[config.mk]
export PLATFORM = sky130hd
export DESIGN_NAME = mem_bus_arbiter
export DESIGN_NICKNAME = d
export VERILOG_FILES = /design/src/rtl/mem_bus_arbiter.sv
export SDC_FILE = /design/constraint.sdc
export NUM_CORES = 1
export LEC_CHECK = 0
export CAP_MARGIN = 20
export CORE_ASPECT_RATIO = 1.25
export CORE_MARGIN = 2
export CORE_UTILIZATION = 30
export DETAILED_ROUTE_END_ITERATION = 8
export SETUP_SLACK_MARGIN = 0.15
export SYNTH_ARGS = -nofsm -noshare
export SYNTH_HDL_FRONTEND = slang
export SYNTH_SLANG_ARGS = --single-unit
[constraint.sdc]
create_clock -name clk -period 5.6 [get_ports clk]
set_clock_uncertainty 0.2 [all_clocks]
set_input_delay 1.12 -clock clk [delete_from_list [all_inputs] [get_ports clk]]
set_output_delay 1.12 -clock clk [all_outputs]
set_load 0.005 [all_outputs]
[src/rtl/mem_bus_arbiter.sv]
// Two-port (fetch/data) arbiter and start/busy sequencer in front of the memory unit.
// One word per grant, one-cycle ack, sticky timeout flag with drain recovery.
module mem_bus_arbiter #(
  parameter int ADDR_W  = 27,
  parameter int DATA_W  = 32,
  parameter int TIMEOUT = 4095
) (
  input  logic              clk,
  input  logic              reset,
  input  logic              if_req,
  input  logic [ADDR_W-1:0] if_addr,
  output logic              if_ack,
  output logic [DATA_W-1:0] if_q,
  input  logic              d_req,
  input  logic [ADDR_W-1:0] d_addr,
  input  logic [DATA_W-1:0] d_d,
  input  logic              d_we,
  output logic              d_ack,
  output logic [DATA_W-1:0] d_q,
  output logic [ADDR_W-1:0] mu_address,
  output logic [DATA_W-1:0] mu_data,
  output logic              mu_we,
  output logic              mu_start,
  input  logic              mu_busy,
  input  logic [DATA_W-1:0] mu_q,
  input  logic              mu_initDone,
  output logic              err_timeout
);

  typedef enum logic [2:0] {
    IDLE,
    WAIT_BUSY,
    WAIT_DONE,
    RESP,
    DRAIN
  } state_t;

  localparam logic [11:0] LP_TO = 12'(TIMEOUT);

  state_t            r_state, w_state;
  logic              r_last_d, w_last_d;
  logic              r_gnt_d, w_gnt_d;
  logic [11:0]       r_timer, w_timer;
  logic [ADDR_W-1:0] r_addr, w_addr;
  logic [DATA_W-1:0] r_data, w_data;
  logic              r_we, w_we;
  logic              r_start, w_start;
  logic              r_if_ack, w_if_ack;
  logic              r_d_ack, w_d_ack;
  logic [DATA_W-1:0] r_if_q, w_if_q;
  logic [DATA_W-1:0] r_d_q, w_d_q;
  logic              r_err, w_err;
  logic              w_pick_d;
  logic              w_fin;
  logic [DATA_W-1:0] w_fin_q;

  // on a tie, the port not granted last wins
  assign w_pick_d = d_req & (~if_req | ~r_last_d);

  always_comb begin
    w_state  = r_state;
    w_last_d = r_last_d;
    w_gnt_d  = r_gnt_d;
    w_timer  = r_timer;
    w_addr   = r_addr;
    w_data   = r_data;
    w_we     = r_we;
    w_start  = r_start;
    w_if_ack = 1'b0;
    w_d_ack  = 1'b0;
    w_if_q   = r_if_q;
    w_d_q    = r_d_q;
    w_err    = r_err;
    w_fin    = 1'b0;
    w_fin_q  = '0;
    unique case (r_state)
      IDLE: begin
        if (mu_initDone && (if_req || d_req)) begin
          w_gnt_d  = w_pick_d;
          w_last_d = w_pick_d;
          w_addr   = w_pick_d ? d_addr : if_addr;
          w_we     = w_pick_d & d_we;
          w_data   = (w_pick_d && d_we) ? d_d : '0;
          w_start  = 1'b1;
          w_timer  = '0;
          w_state  = WAIT_BUSY;
        end
      end
      WAIT_BUSY, WAIT_DONE: begin
        if (r_timer == LP_TO) begin
          w_fin   = 1'b1;
          w_fin_q = '1;
          w_err   = 1'b1;
          w_state = DRAIN;
        end else begin
          w_timer = r_timer + 12'd1;
          if (r_state == WAIT_BUSY) begin
            if (mu_busy) w_state = WAIT_DONE;
          end else if (!mu_busy) begin
            w_fin   = 1'b1;
            w_fin_q = mu_q;
            w_state = RESP;
          end
        end
      end
      RESP: w_state = IDLE;
      DRAIN: begin
        if (!mu_busy) w_state = IDLE;
      end
      default: w_state = IDLE;
    endcase
    // we/data must never linger once start is dropped
    if (w_fin) begin
      w_start = 1'b0;
      w_we    = 1'b0;
      w_data  = '0;
      if (r_gnt_d) begin
        w_d_ack = 1'b1;
        w_d_q   = w_fin_q;
      end else begin
        w_if_ack = 1'b1;
        w_if_q   = w_fin_q;
      end
    end
  end

  always_ff @(posedge clk or negedge reset) begin
    if (!reset) begin
      r_state  <= IDLE;
      r_last_d <= 1'b0;
      r_gnt_d  <= 1'b0;
      r_timer  <= '0;
      r_addr   <= '0;
      r_data   <= '0;
      r_we     <= 1'b0;
      r_start  <= 1'b0;
      r_if_ack <= 1'b0;
      r_d_ack  <= 1'b0;
      r_if_q   <= '0;
      r_d_q    <= '0;
      r_err    <= 1'b0;
    end else begin
      r_state  <= w_state;
      r_last_d <= w_last_d;
      r_gnt_d  <= w_gnt_d;
      r_timer  <= w_timer;
      r_addr   <= w_addr;
      r_data   <= w_data;
      r_we     <= w_we;
      r_start  <= w_start;
      r_if_ack <= w_if_ack;
      r_d_ack  <= w_d_ack;
      r_if_q   <= w_if_q;
      r_d_q    <= w_d_q;
      r_err    <= w_err;
    end
  end

  assign mu_address  = r_addr;
  assign mu_data     = r_data;
  assign mu_we       = r_we;
  assign mu_start    = r_start;
  assign if_ack      = r_if_ack;
  assign if_q        = r_if_q;
  assign d_ack       = r_d_ack;
  assign d_q         = r_d_q;
  assign err_timeout = r_err;

endmodule

==> metrics, run 1 <==
fin crit share=0.6170; Mean Syn Cell Area=12.76 sq um; Die Area=0.02023 sq mm; CTS buffer count=17; switch share=0.3060; Cells after Synth=449; Placed Cells=906; maximum root-to-sink buffer count=2; Mapped Nets=575; maxcap violations=0; sequential power share=0.374; clock-pin slew on the worst setup and hold paths=60 ps; maximum clock rate=289.4 MHz; htree depth=4; CP Data Required Time=5670 ps; vias in the first global route=just over 5000; CP endpoint kind=flop; final WL=about 18000 um; fin crit period=3455 ps; Layout Nets=slightly above 800; global-route wire length before repair=around 28000 um; layout cell share with drive strength beyond 1=0.07224; dpl hpwl=12950 um; initial antenna violation count=0; gr usage total=0.1780; Async S/R FF share, synth=1.000; largest net degree at the start of global routing=106; Power Dens Cells=519.3 mW/mm^2; Syn. warnings=0; I/O pins=253; final std cells w/o fill=938; post-route ant nets=0; Pint=0.003274 W; post-CTS setup buffers=0; CTS tree=done; status=completed; count of input and output buffers=around 250; worst-path maximum fanout=44; peak supply drop=0.3254 mV; Synth Register Bits=144; setup repair after global routing missed its margin=no; number of synthesized flops with an enable pin=0; Crit Path Category=primary input to flop; CTS Hold Bufs=0; Area growth syn-to-layout=58.52%; chip height=158.5 um; Remaining DRCs=0; Comb pwr share=0.386; Max transition margin=0.3536; Primary FF master, synth=dfrtp_1; HP Class=flop to flop; Setup TNS Final=0 ps; CP arrival=between 3000 and 4000 ps; Netlist cell types=42; sequential element share of the synthesized area=0.6288; wire per inst=19.23 um; Final Hold Fails=0; Worst Tran Pin Value=966.1 ps; CTS Sinks=between 100 and 150; drt first-iter violations=around 220; final setup vio count=0; Leak=3.736 nW; Starting Density=0.3052; ANT cells=0; DR vias=4750; gr ovfl total=0; vias per std cell=5.064; Max Slew Vio Count=0; DP Area=0.008487 sq mm; Clk network pwr share=0.240; cell area after synthesis=between 0.005 and 0.006 sq mm; Worst-Skew Late Latency=roughly 420 ps; Clock Tree Root=clkbuf_16; core area=0.01878 sq mm; post-cts gate resize count=0; Initial DRT Pass Iterations=4; Placement Rows=between 50 and 60; Placer Congestion=0.7713; Die Span X=127.6 um; Final Instance Area=between 0.009 and 0.01 sq mm; P_sw=0.001444 W; Worst setup SP type=primary input; Worst Hold Slack=approximately 280 ps
[sequential cells by signal (all words and copies together), names as in the netlist]
register	count
mu_address	27
mu_data	32
if_ack	1
mu_start	1
r_state	3
d_q	32
r_gnt_d	1
if_q	32
d_ack	1
r_timer	12
err_timeout	1
mu_we	1
[cell usage after synthesis, drive strengths merged, types with 5 or more instances]
cell    count  share of area
clkbuf     18          0.012
a31oi       8         0.0087
o22a       64          0.098
o21ai      34          0.030
inv         5         0.0033
a32o       32          0.056
nand3       7         0.0061
nor2        7         0.0046
mux2i      27          0.047
dfrtp     144           0.63
a21oi       5         0.0044
nand2      35          0.023
buf        19          0.019
[layout make-up]
type                            instances  area [sq um]
Clock inverter                         14         157.7
Multi-Input combinational cell        263          1956
Tap cell                              232         290.3
Timing Repair Buffer                  262          2619
Clock buffer                           18         439.2
Sequential cell                       144          3603
Fill cell                            1731          9694
Inverter                                5         18.77
[power by group through the flow]
stage | logic [W] | registers, W | clock network, W
global route | 0.00196 | 0.00183 | 0.00121
global placement | 0.00180 | 0.00176 | 0
CTS | 0.00185 | 0.00177 | 0.00116
floorplan | 0.000688 | 0.00177 | 0
detailed placement | 0.00184 | 0.00178 | 0
finish | 0.00182 | 0.00177 | 0.00113
[kinds of logic after synthesis]
logic type,Yosys count,share of synthesized area
AO/OA/AOI/OAI,161,0.2251
flip-flops,144,0.6288
AND/OR/NAND/NOR,72,0.05961
buffers and inverters,42,0.03406
multiplexers,27,0.04716
XOR/XNOR,2,0.003057
adder cells (fa/ha/maj),1,0.002183
[path summary, 6_finish.rpt]
kind | cells after the start | endpoint | start | slack (ps)
min in group asynchronous | 1 | if_ack | reset | 620
setup / recovery | 5 | r_timer[8] | if_req | 2140
max in group asynchronous | 2 | r_timer[5] | reset | 3430
hold reg to reg | 1 | err_timeout | err_timeout | 280
setup reg to reg | 3 | r_timer[8] | r_state[0] | 2940
hold / removal | 1 | err_timeout | err_timeout | 280
[layer usage]
layer,share of wire,up-vias,track usage
li1,-,2203,-
met1,0.37,2360,0.1981
met2,0.55,156,0.3181
met3,0.047,31,0.04637
met4,0.030,0,0.08268
met5,0,-,0
[cell usage in the layout (no fill, tap or decap), drive strengths merged, types with 4 or more instances in the layout]
cell type / n
nor2: 7
o22a: 64
dfrtp: 144
nor3: 4
a31oi: 8
nand2: 35
clkinv: 6
clkbuf: 18
nand3: 7
mux2i: 27
clkdlybuf4s50: 251
a21oi: 5
and3: 4
a32o: 32
buf: 11
inv: 8
o21ai: 34
[through the flow]
step	total power, W	util	worst slack (ps)
2_1_floorplan	0.002455	-	2949
3_3_place_gp	0.003556	0.4505	1849
3_5_place_dp	0.003624	0.4520	1699
4_1_cts	0.004773	0.4837	2163
5_1_grt	0.004995	0.4837	1989
6_report	0.004717	0.4837	2145
[worst max-delay path, cell delays in order]
cell	delay [ps]
clkdlybuf4s50_1	520
o21ai_0	170
or4_2	1000
o21ai_1	520
a31oi_1	180
No activity file was read; power rests on OpenSTA's default activity.
==> run 2: changes to the inputs <==
==> constraint.sdc (replaced) <==
create_clock -name clk -period 3 [get_ports clk]
set_clock_uncertainty 0.2 [all_clocks]
set_input_delay 0.6 -clock clk [delete_from_list [all_inputs] [get_ports clk]]
set_output_delay 0.6 -clock clk [all_outputs]
set_load 0.005 [all_outputs]
==> run 2 against run 1 <==
  * Sequential share of layout area is 0.34 points lower
  * Clock power is 87% higher
  * Count of clock-buffer cells in the layout rose by 3
  * Worst setup slack lost 1600 ps
  * Global-route usage is 0.69 points lower
  * Combinational power increased by 88%
  * Total power rose by 87%
  * Critical path type unchanged
==> metrics, run 2 (same netlist as run 1, synthesis figures left out) <==
status=completed; largest net degree at the start of global routing=88; setup repair after global routing missed its margin=no; Power Dens Cells=964.0 mW/mm^2; post-route ant nets=0; sequential power share=0.372; Worst-Skew Late Latency=around 410 ps; layout cell share with drive strength beyond 1=0.07183; Final Hold Fails=0; maximum root-to-sink buffer count=2; Starting Density=0.3052; I/O pins=253; switch share=0.2951; CTS tree=done; Pwr Total=0.008833 W; final WL=17580 um; most common cell after layout, fill and taps aside=clkdlybuf4s50_1; Clock Tree Root=clkbuf_16; Worst setup SP type=primary input; Placement Rows=56; gr usage total=0.1710; Pint=0.006227 W; drt first-iter violations=243; htree depth=4; Max transition margin=0.5526; fin crit share=0.8159; Die Area=0.02023 sq mm; CTS buffer count=17; worst-path maximum fanout=87; Area growth syn-to-layout=59.89%; peak supply drop=0.4549 mV; DR vias=about 4700; commonest cells after routing, fill and taps aside=clkdlybuf4s50_1, dfrtp_1, o22a_1, nand2_1, a32o_1; maxcap violations=0; fill count=1690; count of input and output buffers=252; Remaining DRCs=0; Comb pwr share=0.389; Max Slew Vio Count=0; Setup TNS Final=0 ps; final setup vio count=0; vias per std cell=4.993; gr ovfl total=0; Clk network pwr share=0.239; vias in the first global route=between 4000 and 5000; Die Span X=about 130 um; Layout Nets=825; Leak=3.772 nW; chip height=158.5 um; wire per inst=around 19 um; maximum clock rate=just over 400 MHz; P_sw=about 0.0026 W; core area=0.01878 sq mm; ANT cells=0; CP Launch Point=if_req; CP Data Required Time=between 3000 and 4000 ps; R2R Path Start=r_timer[0]; global-route wire length before repair=26760 um; fin crit period=about 2400 ps; Min-Delay Startpoint=err_timeout; Worst Tran Pin Value=671.2 ps; Post-Route Utilization=0.4879; CP arrival=~2600 ps; Crit Path Category=primary input to flop; clock-pin slew on the worst setup and hold paths=60 ps; dpl hpwl=12650 um; CP endpoint kind=flop; initial antenna violation count=0; Placer Congestion=0.7560; Initial DRT Pass Iterations=4; HP Class=flop to flop; CTS Sinks=144
## run 2: cell types whose count changed in the layout (fill, tap and decap cells not counted), sizes merged
cell         previous run  this run
bufinv                  2         3
inv                     8         6
buf                    11        16
clkinv                  6         2
dlygate4sd3             0         1
clkbuf                 18        21
## run 2: critical path, cell delays in order
cell and delay [ps]:
clkdlybuf4s50_1 510, o21ai_0 210, or4_2 660, buf_12 240
a32o_1 300
## run 2: metal layers
layer,track usage,vias to the layer above,wire (um)
li1,-,2211,-
met1,0.1873,2329,6680
met4,0.07378,0,507
met5,0,-,0
met2,0.3147,136,9660
met3,0.04099,27,732
## run 2: path summary, 6_finish.rpt
check / to / slack, ps / cells after the start
worst max-delay path: mu_data[11] / 550 / 5
max in group asynchronous: if_q[20] / 1290 / 3
worst min-delay path: err_timeout / 260 / 1
worst min register to register: err_timeout / 260 / 1
min in group asynchronous: if_q[26] / 560 / 2
worst max register to register: mu_data[8] / 560 / 6
## run 2: final cells by class
cell class	count	area, sq um	share of cell area
clock buffers	21	450.4	0.04916
clock inverters	9	135.1	0.01475
inverters	5	18.77	0.002048
multi-input cells	263	1956	0.2134
flip-flops and latches	144	3603	0.3933
well taps	232	290.3	0.03168
repair buffers	268	2709	0.2956
## run 2: power by group through the flow
stage / sequential [W] / combinational (W) / clock (W)
2_1_floorplan: 0.00330 / 0.00128 / 0
3_3_place_gp: 0.00327 / 0.00341 / 0
3_5_place_dp: 0.00331 / 0.00348 / 0
4_1_cts: 0.00329 / 0.00350 / 0.00217
5_1_grt: 0.00340 / 0.00369 / 0.00226
6_report: 0.00329 / 0.00343 / 0.00211
## run 2: timing repair
action,in CTS,in global routing
resized for setup,0,0
hold endpoints to repair,7,0
setup buffers,0,0
hold buffers,1,0
## run 2: through the flow
step | hold WS, ps | cell area (sq um) | instances | worst slack (ps)
after global placement | 264.3 | 8567 | 911 | 143.3
after CTS | 271.1 | 9163 | 942 | 552.3
after global routing | 298.1 | 9163 | 942 | 444.2
after floorplan | 104.4 | 5731 | 449 | 830.7
final | 264.8 | 9163 | 942 | 552.2
after detailed placement | 258.5 | 8567 | 911 | 114.9
==> RTL change 1: new RTL, config.mk and constraints of run 2 <==
Re-encode `state_t` (5 states) as one-hot, 5 bits wide.
--- a/src/rtl/mem_bus_arbiter.sv
+++ b/src/rtl/mem_bus_arbiter.sv
@@ -29,8 +29,8 @@
 
-  typedef enum logic [2:0] {
-    IDLE,
-    WAIT_BUSY,
-    WAIT_DONE,
-    RESP,
-    DRAIN
+  typedef enum logic [4:0] {
+    IDLE      = 5'b00001,
+    WAIT_BUSY = 5'b00010,
+    WAIT_DONE = 5'b00100,
+    RESP      = 5'b01000,
+    DRAIN     = 5'b10000
   } state_t;
Check against the original RTL: no difference found for any inputs over 4 cycles, from zero or initial values and one cycle with reset low; so few cycles prove little.
==> RTL change 1 against run 2 <==
Sequential cell count increased by 2. Die area increased by 6.5%. Total power down 8.4%. Wire length decreased by 1.1%. Utilization is 1.4 points lower. Sequential share of layout area down 0.80 points. Cell area grew 3.5%. Final cell count up 5.3%. Critical path type is now flop to flop. Via count up 7.5%. Setup slack lost 0.24 ns. Area after synthesis rose by 6.7%. Sequential power shrank 5%.
==> RTL change 1: results (changes against run 2) <==
metric,value,unit,change
M1 GR Usage,19.85,%,+1.1 points
diode count,0,,unchanged
hold endpoint,err_timeout$_DFFE_PN0P_,,
mux share of post-synthesis cell area,4.585,%,-0.13 points
Layout fillers,1811,,+7.2%
Syn Area/Cell,13.26,um^2,+3.9%
met3 WL,1252,um,+71%
First-pass DRT Iterations,5,,+1
sequential share of the synthesized area,59.78,%,-3.1 points
R2R depth,5,,-1
Critical Path Fanout Max,32,,-63%
count of cell types in the netlist,61,,+45%
Critical Path Source,r_timer[0]$_DFFE_PN0P_,,
GRT met3 Usage,5.028,%,+0.93 points
"Largest stage delay, worst path",0.77,ns,+0.11 ns
status,"finished, final reports clean",,
GRT met2 Usage,27.75,%,-3.7 points
fin cells,992,,+5.3%
syn nets,587,,+2.1%
r2r endpoint,d_q[29]$_DFFE_PN0P_,,
adder-cell share of the synthesized area,0.2047,%,-0.014 points
placed insts,959,,+5.3%
CTS root buf,clkbuf_16,,
Synth Area in Compound Gates,21.96,%,-0.55 points
Detail Placement HPWL,12410,um,-1.9%
CP max-delay cell,o211ai_4,,
clock latency at the later pin of the worst-skew pair,0.41,ns,about the same
switching part of the total,28.11,%,-1.4 points
first-pass GRT wire length,28220,um,+5.5%
Synth area leaders,"dfrtp_1 59%, o32a_2 6.8%, a22o_1 4.6%",,
XOR/XNOR Fraction of Synth Area,0.2661,%,-0.040 points
combinational power,2.89,mW,-16%
metal2 WL,8665,um,-10%
GRT Resource Usage Total,16.41,%,-0.70 points
largest net degree at the start of global routing,57,,-35%
pwr dens,852.6,mW/mm^2,-12%
number of global-route vias before repair,5281,,+6.3%
Commonest cells post-synth,"145 x dfrtp_1, 37 x nor2_1, 37 x o32a_2, 32 x a22o_1, 30 x a21oi_1",,
"worst slack, placed",0.2212,ns,+0.1063 ns
Post-Route M1 WL,7250,um,+8.5%
DR vias,5057,,+7.5%
layout net count,835,,+1.2%
final estimated routing congestion in global placement,0.7864,,+4.0%
layout cells sized above 1,14.40,%,+7.2 points
post-cts resize count,0,,unchanged
Critical Path Sink,d_q[29]$_DFFE_PN0P_,,
Final Worst Setup Slack,0.3168,ns,-0.2355 ns
Async SR Flop Fraction,100.0,%,unchanged
CTS Hold Buffers Added,1,,unchanged
hold path cells,1,,unchanged
sequential power share,38.6,%,+1.4 points
drt first-iter violations,296,,+22%
"Largest delay share family, worst path",compound AO/OA/AOI/OAI gates,,
VDD IR max,0.3826,mV,-16%
Leak,4.061,nW,+7.7%
critical path arrival,2.83,ns,+0.28 ns
headroom to the max-slew limit,35.71,%,-20 points
routed len/inst,17.53,um,-6.1%
-- RTL change 1: layout make-up --
| class | count | share of cell area (%) |
|---|---|---|
| well taps | 270 | 3.561 |
| clock inverters | 11 | 1.266 |
| repair buffers | 270 | 28.58 |
| clock buffers | 21 | 4.854 |
| flip-flops and latches | 146 | 38.53 |
| multi-input cells | 271 | 23.09 |
| inverters | 3 | 0.1187 |
-- RTL change 1: metrics by stage --
| stage | hold WS [ns] | power [mW] | area, um^2 | util (%) |
|---|---|---|---|---|
| floorplan | 0.1044 | 4.180 | 6113 | - |
| global placement | 0.2583 | 6.004 | 8896 | 44.42 |
| detailed placement | 0.2589 | 6.074 | 8896 | 44.42 |
| CTS | 0.2750 | 8.202 | 9487 | 47.36 |
| global route | 0.3105 | 8.563 | 9487 | 47.36 |
| finish | 0.2683 | 8.088 | 9487 | 47.36 |
==> RTL change 2: new RTL, flow settings as in run 2 <==
Made on the original files. The parameter `TIMEOUT` goes from 4095 to 2047.
--- a/src/rtl/mem_bus_arbiter.sv
+++ b/src/rtl/mem_bus_arbiter.sv
@@ -5,3 +5,3 @@
   parameter int DATA_W  = 32,
-  parameter int TIMEOUT = 4095
+  parameter int TIMEOUT = 2047
 ) (
Function: no difference found for any inputs over 4 cycles, from zero or initial values and one cycle with reset low; that may be too few to reach the edited logic, so the function may still have changed.
==> RTL change 2 against run 2 <==
Setup slack gained 0.17 ns. Non-clock buffer count is 1 lower. Wire length decreased by 3.6%. Total power is 3.7% lower. Critical path depth up 1. Synthesized cell count up 6.9%. Sequential power decreased by 2%. Highest routed layer unchanged. Largest power group unchanged. Sequential cell count stayed put. Final cell count grew 6.9%. Clock power shrank 6%. Area after synthesis rose by 5.2%. Cell area increased by 2.9%. Largest cell class unchanged. Global-route usage is 0.75 points lower.
==> RTL change 2: results (changes against run 2) <==
metric,value,unit,change
DR vias,4926,,+4.7%
syn nets,606,,+5.4%
Leak,4.074,nW,+8.0%
number of global-route vias before repair,5072,,+2.1%
layout net count,855,,+3.6%
Detail Placement HPWL,11970,um,-5.4%
CTS Hold Buffers Added,1,,unchanged
met3 WL,1352,um,+85%
sequential share of the synthesized area,59.80,%,-3.1 points
top_reg_cell synth,dfrtp_1,,
status,"finished, final reports clean",,
Synth area leaders,"dfrtp_1 60%, o32a_1 5.3%, a22o_1 4.8%",,
Port Buf Inserts,252,,unchanged
Layout fillers,1751,,+3.6%
critical path arrival,2.42,ns,-0.13 ns
metal2 WL,8516,um,-12%
Fin. Hold Viols,0,,unchanged
Synth Area in Compound Gates,22.30,%,-0.21 points
GRT met2 Usage,26.85,%,-4.6 points
mux share of post-synthesis cell area,4.672,%,-0.044 points
antenna violations before repair,0,,unchanged
Num CTS Buffers,17,,unchanged
Syn. warnings,0,,unchanged
VDD IR max,0.4411,mV,-3.0%
Post-Route M1 WL,6921,um,+3.6%
CTS root buf,clkbuf_16,,
GRT Resource Usage Total,16.35,%,-0.75 points
largest net degree at the start of global routing,70,,-20%
final estimated routing congestion in global placement,0.7671,,+1.5%
Min Hold Slack,0.2671,ns,+0.002288 ns
Critical Path Fanout Max,33,,-62%
count of cell types in the netlist,50,,+19%
XOR/XNOR Fraction of Synth Area,0.2907,%,-0.015 points
Worst Max-Slew Pin Slew,0.6172,ns,-0.05400 ns
internal reg-to-reg setup slack,0.73,ns,+0.17 ns
Commonest cells post-synth,"144 x dfrtp_1, 38 x nand2_1, 34 x nor2_1, 33 x a22o_1, 32 x o32a_1",,
drt first-iter violations,186,,-23%
post-cts resize count,0,,unchanged
hold crit path type,flop to flop,,
adder-cell share of the synthesized area,0.2076,%,-0.011 points
final WL,16960,um,-3.6%
M1 GR Usage,20.08,%,+1.4 points
layout cells sized above 1,9.164,%,+2.0 points
GRT met3 Usage,5.815,%,+1.7 points
first-pass GRT wire length,27120,um,+1.4%
RTL change 2: cell types whose count changed in the layout (fill, tap and decap cells not counted), moves of 21 or more:
cell       before  now
nor2_1          7   34
a2bb2oi_1       0   21
a22o_1          0   33
a32o_1         32    0
o32a_1          0   32
o22a_1         64    1
RTL change 2: final timing paths:
check,start,endpoint,depth (start not counted)
max,r_timer[0]$_DFFE_PN0P_,mu_data[12]$_DFFE_PN0P_,6
min,err_timeout$_DFFE_PN0P_,err_timeout$_DFFE_PN0P_,1
max reg2reg,r_timer[0]$_DFFE_PN0P_,mu_data[12]$_DFFE_PN0P_,6
min reg2reg,err_timeout$_DFFE_PN0P_,err_timeout$_DFFE_PN0P_,1
max in group asynchronous,reset,r_gnt_d$_DFFE_PN0P_,3
min in group asynchronous,reset,if_q[5]$_DFFE_PN0P_,2
RTL change 2: layout make-up:
class,count,area share (%)
Sequential cell,144,38.23
Clock inverter,12,1.155
Timing Repair Buffer,267,28.52
Inverter,3,0.1194
Clock buffer,20,4.738
Multi-Input combinational cell,296,23.72
Tap cell,265,3.517
RTL change 2: power breakdown:
group	total, mW	internal, mW	switching (mW)
clock network	1.99	1.16	0.823
logic	3.30	2.02	1.28
registers	3.22	2.69	0.522
RTL change 2: stage by stage:
step	power, mW	setup slack [ns]	std cells	cell area [um^2]	util, %
CTS	8.660	0.7290	1007	9428	48.25
global placement	6.530	0.3873	974	8862	45.35
detailed placement	6.603	0.3295	974	8862	45.35
finish	8.506	0.7251	1007	9428	48.25
floorplan	4.488	0.9302	480	6026	-
global route	9.080	0.5454	1007	9428	48.25
RTL change 2: critical path: stages, from the launching register on:
cell and delay (ns):
dfrtp_1 0.41, ha_1 0.26, and4_1 0.30, a41oi_4 0.35, o21a_1 0.15, buf_4 0.31, a22o_1 0.20
